$ cat src/rtl/fft_seq_ctrl.sv
// rtl/fft_seq_ctrl.sv - radix-2 FFT sequencer: bit-reversed load, N_2 butterfly stages over ping-pong banks
// Optional WINDOW_EN: adds win_idx and delays load writes one cycle to match hann_lut latency.
module fft_seq_ctrl #(
    parameter int N_2 = 5
) (
    input  logic           clk,
    input  logic           reset,
    input  logic           load_valid,
    output logic           load_ready,
    input  logic           start,
    output logic [N_2-1:0] rd_adra,
    output logic [N_2-1:0] rd_adrb,
    output logic [N_2-1:0] wr_adra,
    output logic [N_2-1:0] wr_adrb,
    output logic           we,
    output logic           rd_bank,
    output logic           load_sel,
    output logic [N_2-2:0] twiddle_idx,
    output logic           busy,
    output logic           done,
    output logic           result_bank
`ifdef WINDOW_EN
    ,
    output logic [N_2-1:0] win_idx
`endif
);

    localparam int N    = 1 << N_2;
    localparam int HALF = N / 2;
    localparam int SW   = $clog2(N_2 + 1);

    localparam logic [N_2-1:0] HALF_K   = N_2'(HALF);
    localparam logic [N_2-1:0] LAST_CNT = N_2'(N - 1);
    localparam logic [N_2-1:0] ONE_K    = N_2'(1);
    localparam logic [SW-1:0]  LAST_S   = SW'(N_2 - 1);
    localparam logic [SW-1:0]  ONE_S    = SW'(1);
    localparam logic           RES_BANK = 1'(N_2 % 2);

    typedef enum logic [1:0] {
        S_LOAD,
        S_READY,
        S_FFT
    } state_t;

    state_t         state;
    logic [N_2-1:0] cnt;
    logic [SW-1:0]  stage;
    logic [N_2-1:0] k;
    logic           fft_we_q;
    logic [N_2-1:0] fft_wa_q;
    logic [N_2-1:0] fft_wb_q;
    logic           done_q;
    logic           result_q;
`ifdef WINDOW_EN
    logic           ld_we_q;
    logic [N_2-1:0] ld_wa_q;
`endif

    logic           accept;
    logic           reading;
    logic [N_2-1:0] half;
    logic [N_2-1:0] mask;
    logic [N_2-1:0] base_a;
    logic [N_2-1:0] base_b;
    logic [N_2-2:0] tw;

    function automatic logic [N_2-1:0] bitrev(input logic [N_2-1:0] v);
        logic [N_2-1:0] r;
        for (int i = 0; i < N_2; i++) r[i] = v[N_2-1-i];
        return r;
    endfunction

    // k == HALF is the per-stage bubble: no read, only the last butterfly's write lands
    assign accept  = (state == S_LOAD) && load_valid;
    assign reading = (state == S_FFT) && (k != HALF_K);
    assign half    = ONE_K << stage;
    assign mask    = half - ONE_K;
    assign base_a  = ((k >> stage) << (stage + ONE_S)) | (k & mask);
    assign base_b  = base_a + half;
    assign tw      = (N_2-1)'((k & mask) << (LAST_S - stage));

    always_ff @(posedge clk) begin
        if (!reset) begin
            state    <= S_LOAD;
            cnt      <= '0;
            stage    <= '0;
            k        <= '0;
            fft_we_q <= 1'b0;
            fft_wa_q <= '0;
            fft_wb_q <= '0;
            done_q   <= 1'b0;
            result_q <= 1'b0;
`ifdef WINDOW_EN
            ld_we_q  <= 1'b0;
            ld_wa_q  <= '0;
`endif
        end else begin
            done_q   <= 1'b0;
            fft_we_q <= reading;
            fft_wa_q <= base_a;
            fft_wb_q <= base_b;
`ifdef WINDOW_EN
            ld_we_q  <= accept;
            ld_wa_q  <= bitrev(cnt);
`endif
            case (state)
                S_LOAD: begin
                    if (accept) begin
                        cnt <= cnt + ONE_K;
                        if (cnt == LAST_CNT) state <= S_READY;
                    end
                end
                S_READY: begin
                    if (start) begin
                        state <= S_FFT;
                        stage <= '0;
                        k     <= '0;
                    end
                end
                S_FFT: begin
                    if (k == HALF_K) begin
                        k <= '0;
                        if (stage == LAST_S) begin
                            state    <= S_LOAD;
                            stage    <= '0;
                            done_q   <= 1'b1;
                            result_q <= RES_BANK;
                        end else begin
                            stage <= stage + ONE_S;
                        end
                    end else begin
                        k <= k + ONE_K;
                    end
                end
                default: state <= S_LOAD;
            endcase
        end
    end

    // Everything is gated by reset so outputs read 0 for the whole reset-low window
    always_comb begin
        load_ready  = 1'b0;
        rd_adra     = '0;
        rd_adrb     = '0;
        wr_adra     = '0;
        wr_adrb     = '0;
        we          = 1'b0;
        rd_bank     = 1'b0;
        load_sel    = 1'b0;
        twiddle_idx = '0;
        busy        = 1'b0;
        done        = 1'b0;
        result_bank = 1'b0;
`ifdef WINDOW_EN
        win_idx     = '0;
`endif
        if (reset) begin
            load_ready  = (state == S_LOAD);
            busy        = (state == S_FFT);
            done        = done_q;
            result_bank = result_q;
            load_sel    = (state == S_LOAD);
            if (state == S_FFT) rd_bank = stage[0];
            if (reading) begin
                rd_adra     = base_a;
                rd_adrb     = base_b;
                twiddle_idx = tw;
            end
            if (fft_we_q) begin
                we      = 1'b1;
                wr_adra = fft_wa_q;
                wr_adrb = fft_wb_q;
            end
`ifdef WINDOW_EN
            if (accept) win_idx = cnt;
            if (ld_we_q) begin
                we       = 1'b1;
                wr_adra  = ld_wa_q;
                load_sel = 1'b1;
            end
`else
            if (accept) begin
                we      = 1'b1;
                wr_adra = bitrev(cnt);
            end
`endif
        end
    end

endmodule

$ cat config.mk
export PLATFORM = sky130hd
export DESIGN_NAME = fft_seq_ctrl
export DESIGN_NICKNAME = d
export VERILOG_FILES = /design/src/rtl/fft_seq_ctrl.sv
export SDC_FILE = /design/constraint.sdc
export NUM_CORES = 1
export LEC_CHECK = 0
export CAP_MARGIN = 20
export CORE_AREA = 2 2 66 68
export CTS_BUF_LIST = sky130_fd_sc_hd__clkbuf_4 sky130_fd_sc_hd__clkbuf_8 sky130_fd_sc_hd__clkbuf_16
export DETAILED_ROUTE_END_ITERATION = 10
export DIE_AREA = 0 0 68 70
export PLACE_DENSITY = 0.84
export SYNTH_ARGS = -nofsm -noshare
export SYNTH_HDL_FRONTEND = slang
export SYNTH_SLANG_ARGS = --single-unit
$ cat constraint.sdc
create_clock -name clk -period 5.5 [get_ports clk]
set_clock_uncertainty 0.05 [all_clocks]
set_input_delay 1.375 -clock clk [delete_from_list [all_inputs] [get_ports clk]]
set_output_delay 1.375 -clock clk [all_outputs]
set_load 0.05 [all_outputs]
==> summary.md <==
| Metric | Value |
|---|---|
| Die height | 70 um |
| Grt total ovfl | 0 |
| Synthesized net count | 277 |
| Clock Tree Root | clkbuf_8 |
| Hold/Removal Path Class | reg -> reg |
| Final design utilization | 59.87% |
| Finished Cell Area | 2481 um^2 |
| Met3 Usage GRT | 2.415% |
| DR vias | 1861 |
| Placer Congestion | 0.9692 |
| Worst Path Arrival | 3730 ps |
| Postcts setup bufs | 0 |
| Met2 usage | 35.06% |
| Max VDD drop | 140.9 uV |
| Routed Antenna Nets | 0 |
| I/O pin cnt | 35 |
| Skew-Pair Late Insertion Delay | 270 ps |
| Status | complete, no violations |
| Residual DRC | 0 |
| Fmax | 194.0 MHz |
| Synth Flop Type | dfxtp_1 |
| Setup_tns | 0 ps |
| Layout cells sized above 1 | 10.92% |
| Sequential area share after synthesis | 27.47% |
| Final Hold Fails | 0 |
| Measured slew at the worst slew-check pin | 505.8 ps |
| Width of the die | 68 um |
| Slowest stage delay, CP | 560 ps |
| Rows | 24 |
| Hold Buf Count CTS | 0 |
| Pwr/cell area | 158.6 nW/um^2 |
| Diode count | 0 |
| CP most frequent cell | inv_1 |
| Hold Worst Slack | 445.0 ps |
| Synth unique cells | 55 |
| Data required, critical path | 4070 ps |
| Critical-path cell list | inv_1, ha_2, nor2_1, a31oi_1, inv_1, ha_1, fa_1, a21o_1, a21oi_1, xnor2_1, a211o_1, nand2_1, buf_12 |
| Final setup violating endpoints | 0 |
| Ys Warns | 0 |
| Placed Area | 2405 um^2 |
| First-pass GRT wire length | 8.100 mm |
| Area Growth Syn to Fin | 21.58% |
| Number of CTS-inserted buffers | 3 |
| Vias in the first global route | 1761 |
| Htree depth | 1 |
| PortBufs | 34 |
| RSZ-0062 raised after global routing | no |
| Type of origin of the critical path | register |
| Seq cells post-synth | 28 |
| Critical Path End Type | output pin |
| WL/cell | 14.13 um |
| Initial core utilization | 49.25% |
| Gr busiest metal | met2 |
| Post-Synthesis Cells | 256 |
| DRT iter0 DRCs | 187 |
| CTS clock-pin slew for the worst setup and hold paths | 100 ps |
| Final Cycle Share | 93.74% |
| Final wirelength | 4.748 mm |
| Fin. max-slew vios | 0 |
| Post-synth ARST share | 0% |
| Mapped cell area | 2041 um^2 |
| Layout Nets | 306 |
| Leak | 1.045 nW |
| Global Route Usage Sum | 21.40% |
| HPWL Detailed | 3.680 mm |
| Biggest fanout along the worst timing path | 15 |
| Max_slew headroom | 66.18% |
| Min Tclk post-route | 5156 ps |
| Met1 GRT Util | 29.94% |
| Final setup margin | 344.4 ps |
| Syn avg cell area | 7.972 um^2 |
| DR vias/cell | 5.539 |
| Number of synthesized flops with an enable pin | 0 |
| Crit Path Class | reg -> out |
| CTS Sinks | 28 |
| Pin count of the biggest net entering global routing | 19 |
| Clock Tree Buf Depth | 2 |
| Initial antenna violation count | 0 |
| Setup slack at placement | 439.9 ps |
| CTS tree | yes |
| Max-cap viol count | 0 |
| Crit path max-delay cell type | ha_2 |
| Router iterations before antenna repair | 5 |
| Total core area | 4144 um^2 |
| Die ar. | 4760 um^2 |
[critical path: cells and delay by family, from the launching register on]
kind	cells	cell delay [ps]
adders and majority gates	3	1190
AOI/OAI and AO/OA	4	930
DFF	1	550
buffers and inverters	3	440
and+or+nand+nor	2	190
xor gates and xnor gates	1	140
[cells in the final DEF, fill, tap and decap left out, types with 3 or more instances in the layout]
cell	netlist	routed
nor2_1	34	34
clkdlybuf4s50_1	0	30
dfxtp_1	28	28
nand2_1	24	24
a21oi_1	20	20
ha_1	16	15
inv_1	14	14
and3_1	11	11
and2_1	9	9
nor3_1	8	8
xnor2_1	7	7
buf_4	3	6
nand4_1	5	5
nand3_1	5	5
nor2b_1	4	4
mux2i_1	3	3
mux2_2	3	3
o211ai_1	3	3
xor2_1	3	3
a21o_1	3	3
nand4bb_1	3	3
clkbuf_8	0	3
[kinds of logic (layout without fill, tap and decap cells)]
| group | after synthesis | after routing | share of synthesized area (%) |
|---|---|---|---|
| buffers and inverters | 30 | 58 | 6.683 |
| multiplexers | 6 | 6 | 3.127 |
| XOR/XNOR | 10 | 10 | 4.292 |
| AO/OA/AOI/OAI | 48 | 48 | 16.86 |
| AND/OR/NAND/NOR | 117 | 117 | 30.78 |
| adder cells (fa/ha/maj) | 17 | 17 | 10.79 |
| flip-flops | 28 | 28 | 27.47 |
[repair_timing]
item	4_1_cts	5_1_grt
gates resized for setup	0	2
setup endpoints to repair	0	3
hold endpoints to repair	0	0
[worst paths after layout]
kind,startpoint,depth (start not counted),slack [ps],end
max,stage[1],13,340,rd_adrb[4]
min,cnt[4],2,440,cnt[4]
max reg2reg,stage[1],12,2140,fft_wb_q[4]
min reg2reg,cnt[4],2,440,cnt[4]
[flip-flops by register name (all words and copies together) (netlist names)]
signal / count
cnt: 5
done_q: 1
fft_wa_q: 5
fft_wb_q: 5
fft_we_q: 1
k: 5
result_q: 1
stage: 3
state: 2
[through the flow]
step	total power, mW	cells
2_1_floorplan	0.2270	256
3_3_place_gp	0.2350	332
3_5_place_dp	0.2356	332
4_1_cts	0.3966	336
5_1_grt	0.4070	336
6_report	0.3935	336
[routing by layer]
metal,part of all wire (%),wire [um]
met1,45,2157
met3,5.1,243
met5,0,0
met2,48,2288
met4,1.2,57
[layout make-up]
| type | count | area [um^2] |
|---|---|---|
| clock inverters | 1 | 30.03 |
| inverters | 16 | 60.06 |
| fillers | 384 | 1663 |
| clock buffers | 3 | 41.29 |
| well taps | 52 | 65.06 |
| multi-input cells | 198 | 1346 |
| repair buffers | 38 | 377.9 |
| flip-flops and latches | 28 | 560.5 |
[cells in the mapped netlist, drive strengths merged (5+ instances only)]
master	instances	share of area, %
o21ai	5	1.4
nor3	8	2.0
inv	16	2.9
nor2	35	6.8
nor2b	5	1.7
xnor2	7	3.0
ha	16	9.8
buf	8	2.6
and3	11	3.4
a21oi	20	4.9
dfxtp	28	27
and2	9	2.8
clkbuf	6	1.1
nand4	5	1.5
nand2	26	5.0
nand3	5	1.2
[report_power, final]
part	switching, mW	leakage, nW	internal, mW
sequential	0.00174	0.226	0.204
clock	0.0653	0.0357	0.0974
combinational	0.0161	0.783	0.00839
Power figures use the tool's default switching activity.
